==> src/rtl/riscv_rf_pkg.sv <==
// Shared definitions for the RI5CY register-file write-side controller:
// FSM state type, FP bank-select bit and the scrub word count.
package riscv_rf_pkg;

    localparam int unsigned FP_BANK_BIT = 5;

    typedef enum logic {
        CLEAR = 1'b0,
        RUN   = 1'b1
    } rf_state_e;

    // Words to scrub: the FP bank only exists when FP operands are not in X.
    function automatic int unsigned rf_ntot(input int unsigned fpu, input int unsigned zfinx);
        return (fpu == 1 && zfinx == 0) ? 64 : 32;
    endfunction

endpackage

==> src/rtl/riscv_rf_write_ctrl_if.sv <==
// Write-request handshake bundle between the EX/LSU/debug sources and the
// register-file write controller.
interface riscv_rf_write_ctrl_if #(
    parameter int unsigned ADDR_WIDTH = 6,
    parameter int unsigned DATA_WIDTH = 32
);
    logic                  ex_we_i;
    logic [ADDR_WIDTH-1:0] ex_waddr_i;
    logic [DATA_WIDTH-1:0] ex_wdata_i;
    logic                  ex_gnt_o;

    logic                  lsu_we_i;
    logic [ADDR_WIDTH-1:0] lsu_waddr_i;
    logic [DATA_WIDTH-1:0] lsu_wdata_i;
    logic                  lsu_gnt_o;

    logic                  dbg_req_i;
    logic [ADDR_WIDTH-1:0] dbg_addr_i;
    logic [DATA_WIDTH-1:0] dbg_wdata_i;
    logic                  dbg_gnt_o;

    modport master (
        output ex_we_i, ex_waddr_i, ex_wdata_i,
        output lsu_we_i, lsu_waddr_i, lsu_wdata_i,
        output dbg_req_i, dbg_addr_i, dbg_wdata_i,
        input  ex_gnt_o, lsu_gnt_o, dbg_gnt_o
    );

    modport slave (
        input  ex_we_i, ex_waddr_i, ex_wdata_i,
        input  lsu_we_i, lsu_waddr_i, lsu_wdata_i,
        input  dbg_req_i, dbg_addr_i, dbg_wdata_i,
        output ex_gnt_o, lsu_gnt_o, dbg_gnt_o
    );

endinterface

==> src/rtl/riscv_rf_wport_reg.sv <==
// Registered register-file write port. Outputs are zero when nothing is
// granted; a granted but suppressed write keeps address/data with we low.
module riscv_rf_wport_reg #(
    parameter int unsigned ADDR_WIDTH = 6,
    parameter int unsigned DATA_WIDTH = 32
) (
    input  logic                  clk,
    input  logic                  rst_n,
    input  logic                  valid,
    input  logic                  suppress,
    input  logic [ADDR_WIDTH-1:0] addr,
    input  logic [DATA_WIDTH-1:0] data,
    output logic                  we,
    output logic [ADDR_WIDTH-1:0] waddr,
    output logic [DATA_WIDTH-1:0] wdata
);

    always_ff @(posedge clk) begin
        if (!rst_n || !valid) begin
            we    <= 1'b0;
            waddr <= '0;
            wdata <= '0;
        end else begin
            we    <= ~suppress;
            waddr <= addr;
            wdata <= data;
        end
    end

endmodule

==> src/rtl/riscv_rf_write_ctrl.sv <==
// RI5CY register-file write controller: scrubs storage after reset, then
// arbitrates EX (port B) and LSU/debug (port A) writes.
module riscv_rf_write_ctrl
    import riscv_rf_pkg::*;
#(
    parameter int unsigned ADDR_WIDTH = 6,
    parameter int unsigned DATA_WIDTH = 32,
    parameter int unsigned FPU        = 0,
    parameter int unsigned Zfinx      = 0
) (
    input  logic                  clk,
    input  logic                  rst_n,
    riscv_rf_write_ctrl_if.slave  src,
    output logic [ADDR_WIDTH-1:0] waddr_a_o,
    output logic [DATA_WIDTH-1:0] wdata_a_o,
    output logic                  we_a_o,
    output logic [ADDR_WIDTH-1:0] waddr_b_o,
    output logic [DATA_WIDTH-1:0] wdata_b_o,
    output logic                  we_b_o,
    output logic                  init_done_o
);

    localparam int unsigned NTOT = rf_ntot(FPU, Zfinx);
    localparam logic [ADDR_WIDTH-2:0] K_LAST = (ADDR_WIDTH-1)'(NTOT / 2 - 1);
    localparam logic [ADDR_WIDTH-1:0] ADDR_MASK =
        (NTOT == 64) ? '1 : ~(ADDR_WIDTH'(1) << FP_BANK_BIT);

    rf_state_e             state;
    logic [ADDR_WIDTH-2:0] k;

    logic                  run;
    logic                  a_gnt;
    logic                  collide;
    logic [ADDR_WIDTH-1:0] ex_addr;
    logic [ADDR_WIDTH-1:0] a_addr_req;
    logic [DATA_WIDTH-1:0] a_data_req;

    logic                  a_valid, a_sup, b_valid, b_sup;
    logic [ADDR_WIDTH-1:0] a_addr, b_addr;
    logic [DATA_WIDTH-1:0] a_data, b_data;

    always_comb begin
        run           = (state == RUN) && rst_n;
        src.ex_gnt_o  = run & src.ex_we_i;
        src.lsu_gnt_o = run & src.lsu_we_i;
        src.dbg_gnt_o = run & src.dbg_req_i & ~src.lsu_we_i;

        // LSU owns port A whenever it writes; debug only fills idle slots.
        ex_addr    = src.ex_waddr_i & ADDR_MASK;
        a_addr_req = (src.lsu_we_i ? src.lsu_waddr_i : src.dbg_addr_i) & ADDR_MASK;
        a_data_req = src.lsu_we_i ? src.lsu_wdata_i : src.dbg_wdata_i;
        a_gnt      = src.lsu_gnt_o | src.dbg_gnt_o;
        collide    = src.ex_gnt_o & a_gnt & (a_addr_req == ex_addr);

        if (state == CLEAR) begin
            a_valid = 1'b1;
            a_sup   = 1'b0;
            a_addr  = {k, 1'b0};
            a_data  = '0;
            b_valid = 1'b1;
            b_sup   = 1'b0;
            b_addr  = {k, 1'b1};
            b_data  = '0;
        end else begin
            a_valid = a_gnt;
            a_sup   = (a_addr_req == '0) | collide;
            a_addr  = a_addr_req;
            a_data  = a_data_req;
            b_valid = src.ex_gnt_o;
            b_sup   = (ex_addr == '0);
            b_addr  = ex_addr;
            b_data  = src.ex_wdata_i;
        end
    end

    // init_done follows RUN by one cycle so it rises after the last scrub
    // pair has appeared on the ports.
    always_ff @(posedge clk) begin
        if (!rst_n) begin
            state       <= CLEAR;
            k           <= '0;
            init_done_o <= 1'b0;
        end else begin
            unique case (state)
                CLEAR: begin
                    k <= k + 1'b1;
                    if (k == K_LAST) begin
                        state <= RUN;
                    end
                end
                RUN: begin
                    init_done_o <= 1'b1;
                end
            endcase
        end
    end

    riscv_rf_wport_reg #(
        .ADDR_WIDTH(ADDR_WIDTH),
        .DATA_WIDTH(DATA_WIDTH)
    ) u_port_a (
        .clk      (clk),
        .rst_n    (rst_n),
        .valid    (a_valid),
        .suppress (a_sup),
        .addr     (a_addr),
        .data     (a_data),
        .we       (we_a_o),
        .waddr    (waddr_a_o),
        .wdata    (wdata_a_o)
    );

    riscv_rf_wport_reg #(
        .ADDR_WIDTH(ADDR_WIDTH),
        .DATA_WIDTH(DATA_WIDTH)
    ) u_port_b (
        .clk      (clk),
        .rst_n    (rst_n),
        .valid    (b_valid),
        .suppress (b_sup),
        .addr     (b_addr),
        .data     (b_data),
        .we       (we_b_o),
        .waddr    (waddr_b_o),
        .wdata    (wdata_b_o)
    );

endmodule

==> src/flat_wrapper.sv <==
// flat-port wrapper written by rule: the top's interface ports become plain ports
module riscv_rf_write_ctrl_flat import riscv_rf_pkg::*;
#(
    parameter int unsigned ADDR_WIDTH = 6,
    parameter int unsigned DATA_WIDTH = 32,
    parameter int unsigned FPU        = 0,
    parameter int unsigned Zfinx      = 0
)
  (clk, rst_n, waddr_a_o, wdata_a_o, we_a_o, waddr_b_o, wdata_b_o, we_b_o, init_done_o, src_ex_we_i, src_ex_waddr_i, src_ex_wdata_i, src_lsu_we_i, src_lsu_waddr_i, src_lsu_wdata_i, src_dbg_req_i, src_dbg_addr_i, src_dbg_wdata_i, src_ex_gnt_o, src_lsu_gnt_o, src_dbg_gnt_o);
  riscv_rf_write_ctrl_if #(.ADDR_WIDTH(ADDR_WIDTH), .DATA_WIDTH(DATA_WIDTH)) src_i ();
  input  logic clk;
  input  logic rst_n;
  output logic [ADDR_WIDTH-1:0] waddr_a_o;
  output logic [DATA_WIDTH-1:0] wdata_a_o;
  output logic we_a_o;
  output logic [ADDR_WIDTH-1:0] waddr_b_o;
  output logic [DATA_WIDTH-1:0] wdata_b_o;
  output logic we_b_o;
  output logic init_done_o;
  input wire logic [$bits(src_i.ex_we_i)-1:0] src_ex_we_i;
  input wire logic [$bits(src_i.ex_waddr_i)-1:0] src_ex_waddr_i;
  input wire logic [$bits(src_i.ex_wdata_i)-1:0] src_ex_wdata_i;
  input wire logic [$bits(src_i.lsu_we_i)-1:0] src_lsu_we_i;
  input wire logic [$bits(src_i.lsu_waddr_i)-1:0] src_lsu_waddr_i;
  input wire logic [$bits(src_i.lsu_wdata_i)-1:0] src_lsu_wdata_i;
  input wire logic [$bits(src_i.dbg_req_i)-1:0] src_dbg_req_i;
  input wire logic [$bits(src_i.dbg_addr_i)-1:0] src_dbg_addr_i;
  input wire logic [$bits(src_i.dbg_wdata_i)-1:0] src_dbg_wdata_i;
  output wire logic [$bits(src_i.ex_gnt_o)-1:0] src_ex_gnt_o;
  output wire logic [$bits(src_i.lsu_gnt_o)-1:0] src_lsu_gnt_o;
  output wire logic [$bits(src_i.dbg_gnt_o)-1:0] src_dbg_gnt_o;
  assign src_i.ex_we_i = src_ex_we_i;
  assign src_i.ex_waddr_i = src_ex_waddr_i;
  assign src_i.ex_wdata_i = src_ex_wdata_i;
  assign src_i.lsu_we_i = src_lsu_we_i;
  assign src_i.lsu_waddr_i = src_lsu_waddr_i;
  assign src_i.lsu_wdata_i = src_lsu_wdata_i;
  assign src_i.dbg_req_i = src_dbg_req_i;
  assign src_i.dbg_addr_i = src_dbg_addr_i;
  assign src_i.dbg_wdata_i = src_dbg_wdata_i;
  assign src_ex_gnt_o = src_i.ex_gnt_o;
  assign src_lsu_gnt_o = src_i.lsu_gnt_o;
  assign src_dbg_gnt_o = src_i.dbg_gnt_o;
  riscv_rf_write_ctrl #(.ADDR_WIDTH(ADDR_WIDTH), .DATA_WIDTH(DATA_WIDTH), .FPU(FPU), .Zfinx(Zfinx)) u_core (.clk(clk), .rst_n(rst_n), .src(src_i), .waddr_a_o(waddr_a_o), .wdata_a_o(wdata_a_o), .we_a_o(we_a_o), .waddr_b_o(waddr_b_o), .wdata_b_o(wdata_b_o), .we_b_o(we_b_o), .init_done_o(init_done_o));
endmodule
==> config.mk <==
export PLATFORM = sky130hd
export DESIGN_NAME = riscv_rf_write_ctrl_flat
export DESIGN_NICKNAME = d
export VERILOG_FILES = /design/src/rtl/riscv_rf_pkg.sv /design/src/rtl/riscv_rf_write_ctrl_if.sv /design/src/rtl/riscv_rf_wport_reg.sv /design/src/rtl/riscv_rf_write_ctrl.sv /design/src/flat_wrapper.sv
export SDC_FILE = /design/constraint.sdc
export NUM_CORES = 1
export LEC_CHECK = 0
export ABC_AREA = 1
export CAP_MARGIN = 20
export CELL_PAD_IN_SITES_DETAIL_PLACEMENT = 0
export CELL_PAD_IN_SITES_GLOBAL_PLACEMENT = 2
export CORE_MARGIN = 4
export CORE_UTILIZATION = 17
export CTS_BUF_LIST = sky130_fd_sc_hd__clkbuf_2 sky130_fd_sc_hd__clkbuf_4 sky130_fd_sc_hd__clkbuf_8
export DETAILED_ROUTE_END_ITERATION = 8
export GPL_TIMING_DRIVEN = 0
export PLACE_DENSITY_LB_ADDON = 0.08
export SYNTH_ARGS = -nofsm -noshare
export SYNTH_HDL_FRONTEND = slang
export SYNTH_SLANG_ARGS = --single-unit
==> constraint.sdc <==
create_clock -name clk -period 1.15 [get_ports clk]
set_input_delay 0.23 -clock clk [delete_from_list [all_inputs] [get_ports clk]]
set_output_delay 0.23 -clock clk [all_outputs]
set_load 0.01 [all_outputs]
Yosys cells after proc, flatten, opt, wreduce, memory -nomap -nowiden
Cells that the tools add are included.
{ "totals": {"word_cells": 49, "regBits": 85} }
{ "classes": {"bitwise": 12, "muxes": 10, "eq_ne": 2, "reduce_logical": 12, "n_addsub": 1} }
{ "ops": {"columns": ["op", "n"], "rows": [
  ["$mux 32", 1],
  ["$mux 5", 3],
  ["$logic_not 6->1", 2],
  ["$reduce_or 2->1", 4],
  ["$and 1x1->1", 6],
  ["$mux 1", 6],
  ["$add 5x1->5 const B", 1],
  ["$eq 5x4->1 const B", 1],
  ["$eq 5x5->1", 1],
  ["$not 1->1", 4],
  ["$logic_not 1->1", 3],
  ["$logic_or 1x1->1", 2],
  ["$or 1x1->1", 2],
  ["$logic_and 1x1->1", 1]
]} }

Longest topological paths before layout
{ "logic_depth": {"ltp_word": 9, "depth_mapped": 10} }

Cells and area by module
From an unflattened synthesis, not the netlist that was laid out.
{ "unflattened": {"cells_unflattened": 534, "area_unflattened_um2": 3717.3} }
{ "by_module_without_submodules": {"columns": ["mod", "instances", "cells_each", "area_per_inst_um2"], "rows": [
  ["riscv_rf_wport_reg", 2, 121, 1189.9],
  ["riscv_rf_write_ctrl", 1, 292, 1337.5]
]} }

Least setup slack after synthesis
OpenSTA, ideal clock, no wires.
{ "synth_timing": {"path_type": "register to register", "from": "register u_core.k[1]", "to": "register u_core.k[4]", "t_arrival_ns": 1.018, "n_path_buf": 0, "required_time_ns": 1.075, "path_slack_ns": 0.057, "synth_period_minus_slack_ns": 1.093, "path_stages_with_launch": 6, "path_cell_list": "dfxtp_1 -> ha_1 -> inv_1 -> nor3_1 -> ha_1 -> o22ai_1"} }
{ "synth_via": {"elab_chain_cells": 1} }
{ "synth_lines": {"columns": ["element", "line", "text"], "rows": [
  ["from (decl)", "riscv_rf_write_ctrl.sv:29", "logic [ADDR_WIDTH-2:0] k;"],
  ["from (signal assigned)", "riscv_rf_write_ctrl.sv:86", "k <= k + 1'b1;"],
  ["$add 5x1->5", "riscv_rf_write_ctrl.sv:86", null]
]} }
Every way passes these cells.
A chain may end at the register's enable or synchronous reset.

Worst setup path in the final report
{ "layout_timing": {"from": "register u_core.state", "to": "output src_dbg_gnt_o"} }
{ "layout_via": {"elab_chain_cells": 3} }
{ "layout_lines": {"columns": ["element", "line", "text"], "rows": [
  ["from (decl)", "riscv_rf_write_ctrl.sv:28", "rf_state_e state;"],
  ["from (signal assigned)", "riscv_rf_write_ctrl.sv:80", "state <= CLEAR;"],
  ["from (signal assigned)", "riscv_rf_write_ctrl.sv:88", "state <= RUN;"],
  ["$logic_and 1x1->1", "riscv_rf_write_ctrl.sv:43", "run = (state == RUN) && rst_n;"],
  ["$and 1x1->1 (2 in series)", "riscv_rf_write_ctrl.sv:46", "src.dbg_gnt_o = run & src.dbg_req_i & ~src.lsu_we_i;"],
  ["to (decl)", "flat_wrapper.sv:31", "output wire logic [$bits(src_i.dbg_gnt_o)-1:0] src_dbg_gnt_o;"]
]} }
Every way passes these cells.

==> flow_summary.toml <==
[detailed_routing]
routed-via-count = 3182
viasPerCell = 3.71
drt_iter0_drc = 62
ant_nets = 0
wl_per_cell_um = 14.0
wl_mm = 12.0
first_pass_iters = 4
remaining_drc_errors = 0

[clock_network]
clk_pin_slew_ps = 90
cts_buffer_depth = 2
cts_hold_buf = 0
cts_inserted_buffers = 9
insertion_delay_ps = 370
clkSinkCount = 84
htreeDepth = 3
clockRootBuffer = "clkbuf_8"
cts_tree = "built"

[critical_path]
cp-startpoint = "u_core.state"
regToRegStartpoint = "u_core.state"
slowest_stage = "dfxtp_4"
cp-start-kind = "flip-flop"
crit_path_cell_trace = "nand2_8 -> inv_4 -> nand2_2 -> nor2_1 -> buf_4"
worst-path-max-fanout = 4
critical_path_class = "flip-flop to output pin"
end_kind = "output pin"
arrival_ps = 1140
cp.required_ps = 920
slowest_delay_ps = 390

[yosys]
synth_fp_nets = 520
synth-seq-cells = 84
synth_mux_area_share_pct = 0
avgSynthCellArea_um2 = 7.74
synth-seq-area-share_pct = 54.5
yosys_warnings = 0
synth_cells = 399
ys_types = 23
synth-simple-area-share_pct = 23.6
synthesis.area_mm2 = 0.00309
synth_xor_area_share_pct = 0
synth-compound-area-share_pct = 8.43
synth_top_family_by_area = "simple AND/OR/NAND/NOR gates"
synth-adder-area-share_pct = 0.811

[sta]
fin_crit_ps = 1370
maxSlewHeadroom_pct = 74.0
fin_tns_setup_ps = -3770
hold_ws_ps = 296
clock_skew_ps = 8.75
tightestPinTransition_ps = 389
fmax_ghz = 0.731
setup_slack_ps = -219
timing.final.hold_violations = 0
final-max-slew-violation-count = 0
period_share_pct = 119
rsz0062_at_grt = "true"
setup_viol = 47

[floorplanning]
dieArea_mm2 = 0.0204
core-area_mm2 = 0.0179
die_y_um = 143
initial_core_util_pct = 17.2
fp.dieW_um = 143
std_cell_rows = 49
ios = 201

[layout]
final_area_mm2 = 0.00550
area_delta_synth_final_pct = 78.1
fin_nets = 744
diodes = 0
fillers = 1974
fin_cells = 857
layout-drive-gt1-share_pct = 29.5
utilization_pct = 30.7

[global_route]
grt_first_pass_wirelength_mm = 17.9
grt_pass1_vias = 3287
grt_usage_pct = 11.5
grt_max_degree = 16
antenna_found_initial = 0
grt-ovfl-total = 0

[placement]
pre_cts_ws_ps = -1040
io_buffers = 196
place_inst = 824
hpwl_mm = 9.20
place_area_mm2 = 0.00534
gp_congestion = 0.741

[min_path]
holdCritPathClass = "input port to flip-flop"
hp-start = "src_lsu_we_i"

[pwr]
power_mw = 5.72
power.leakage_nw = 2.72
irDropWorstVdd_v = 0.000532
power-per-cell-area_mw_per_mm2 = 1040

[run_status]
status = "finished with violations"
failed_checks = "setup timing"

[job]
drv_cap = 0
-- final timing paths --
kind,end,slack [ps],depth (start not counted)
setup / recovery,src_dbg_gnt_o,-220,5
hold / removal,u_core.u_port_a.waddr[0],300,4
setup reg to reg,u_core.u_port_b.waddr[4],-180,8
hold reg to reg,u_core.init_done_o,440,2
-- layout by cell type, fill, tap and decap left out, types with 2 or more instances in the layout --
cell type        instances
nor4_1                   2
a21oi_2                 18
inv_4                    3
clkinv_4                 2
o21ai_0                  2
nor2_2                   2
o21ai_4                  2
o21ai_2                  3
inv_1                   60
buf_6                   18
nand2_2                  8
nand3_1                 10
dfxtp_4                  2
dfxtp_1                 76
o21ai_1                  5
buf_2                   83
nand2_1                109
inv_2                    2
clkinvlp_4               5
a21oi_1                 16
clkbuf_8                 9
dfxtp_2                  6
nor2_1                  43
nor3_1                   3
clkdlybuf4s50_1        112
buf_4                   10
-- per-layer routing --
layer	vias to the layer above	routed length [um]	GRT usage (%)
met2	128	5730	19.3
met1	1402	5170	13.9
met5	-	0	0
met3	5	996	4.35
li1	1647	-	-
met4	0	110	3.15
-- sequential cells by signal, summed over array words and instances, names as in the netlist --
signal,count
u_core.u_port_b.wdata,32
u_core.state,1
u_core.u_port_b.we,1
u_core.u_port_a.waddr,5
u_core.init_done_o,1
u_core.u_port_a.we,1
u_core.u_port_b.waddr,6
u_core.u_port_a.wdata,32
u_core.k,5
-- report_power, final --
part | switching, mW | internal (mW) | leakage, nW
combinational | 0.309 | 0.464 | 1.95
sequential | 0.0135 | 2.93 | 0.683
clock | 1.18 | 0.824 | 0.0825
total | 1.50 | 4.22 | 2.72
-- logic make-up after synthesis --
family	count (synthesis)
AO/OA/AOI/OAI	47
adder cells (fa/ha/maj)	2
buffers and inverters	83
flip-flops	84
AND/OR/NAND/NOR	183
-- worst max-delay path, delay by kind of cell, from the launching register on --
kind	cells	cell delay, ps
flops	1	390
simple gates	3	180
buf+inv	2	200
-- Yosys cell counts --
cell	number	share of area (%)
a21oi_1	31	5.0
a21oi_2	3	0.85
a31oi_1	1	0.20
buf_2	7	1.1
buf_4	2	0.49
buf_6	8	2.9
dfxtp_1	84	54
ha_1	2	0.81
inv_1	63	7.7
inv_2	2	0.24
inv_4	1	0.20
nand2_1	118	14
nand2_4	1	0.36
nand3_1	11	1.8
nand3b_1	1	0.24
nor2_1	45	5.5
nor2_4	1	0.36
nor3_1	4	0.65
nor4_1	2	0.41
o21ai_0	9	1.5
o21ai_1	1	0.16
o21ai_4	1	0.53
o22ai_1	1	0.20
-- final cells by class --
| type | instances | area [um^2] | share of cell area (%) |
|---|---|---|---|
| Timing Repair Buffer | 213 | 1760 | 32.0 |
| Timing Repair inverter | 1 | 7.51 | 0.137 |
| Inverter | 66 | 259 | 4.71 |
| Sequential cell | 84 | 1700 | 30.9 |
| Clock buffer | 10 | 131 | 2.39 |
| Tap cell | 229 | 287 | 5.21 |
| Clock inverter | 6 | 48.8 | 0.888 |
| Multi-Input combinational cell | 233 | 1170 | 21.3 |
| Buffer | 15 | 138 | 2.50 |
-- what timing repair did --
action | 4_1_cts | 5_1_grt
gates cloned | 2 | 4
endpoints found under the hold margin | 0 | 0
endpoints found under the setup margin | 155 | 56
pin swaps | 1 | 8
gates resized for setup | 362 | 51
buffers inserted | 6 | 7
Power figures use the tool's default switching activity.
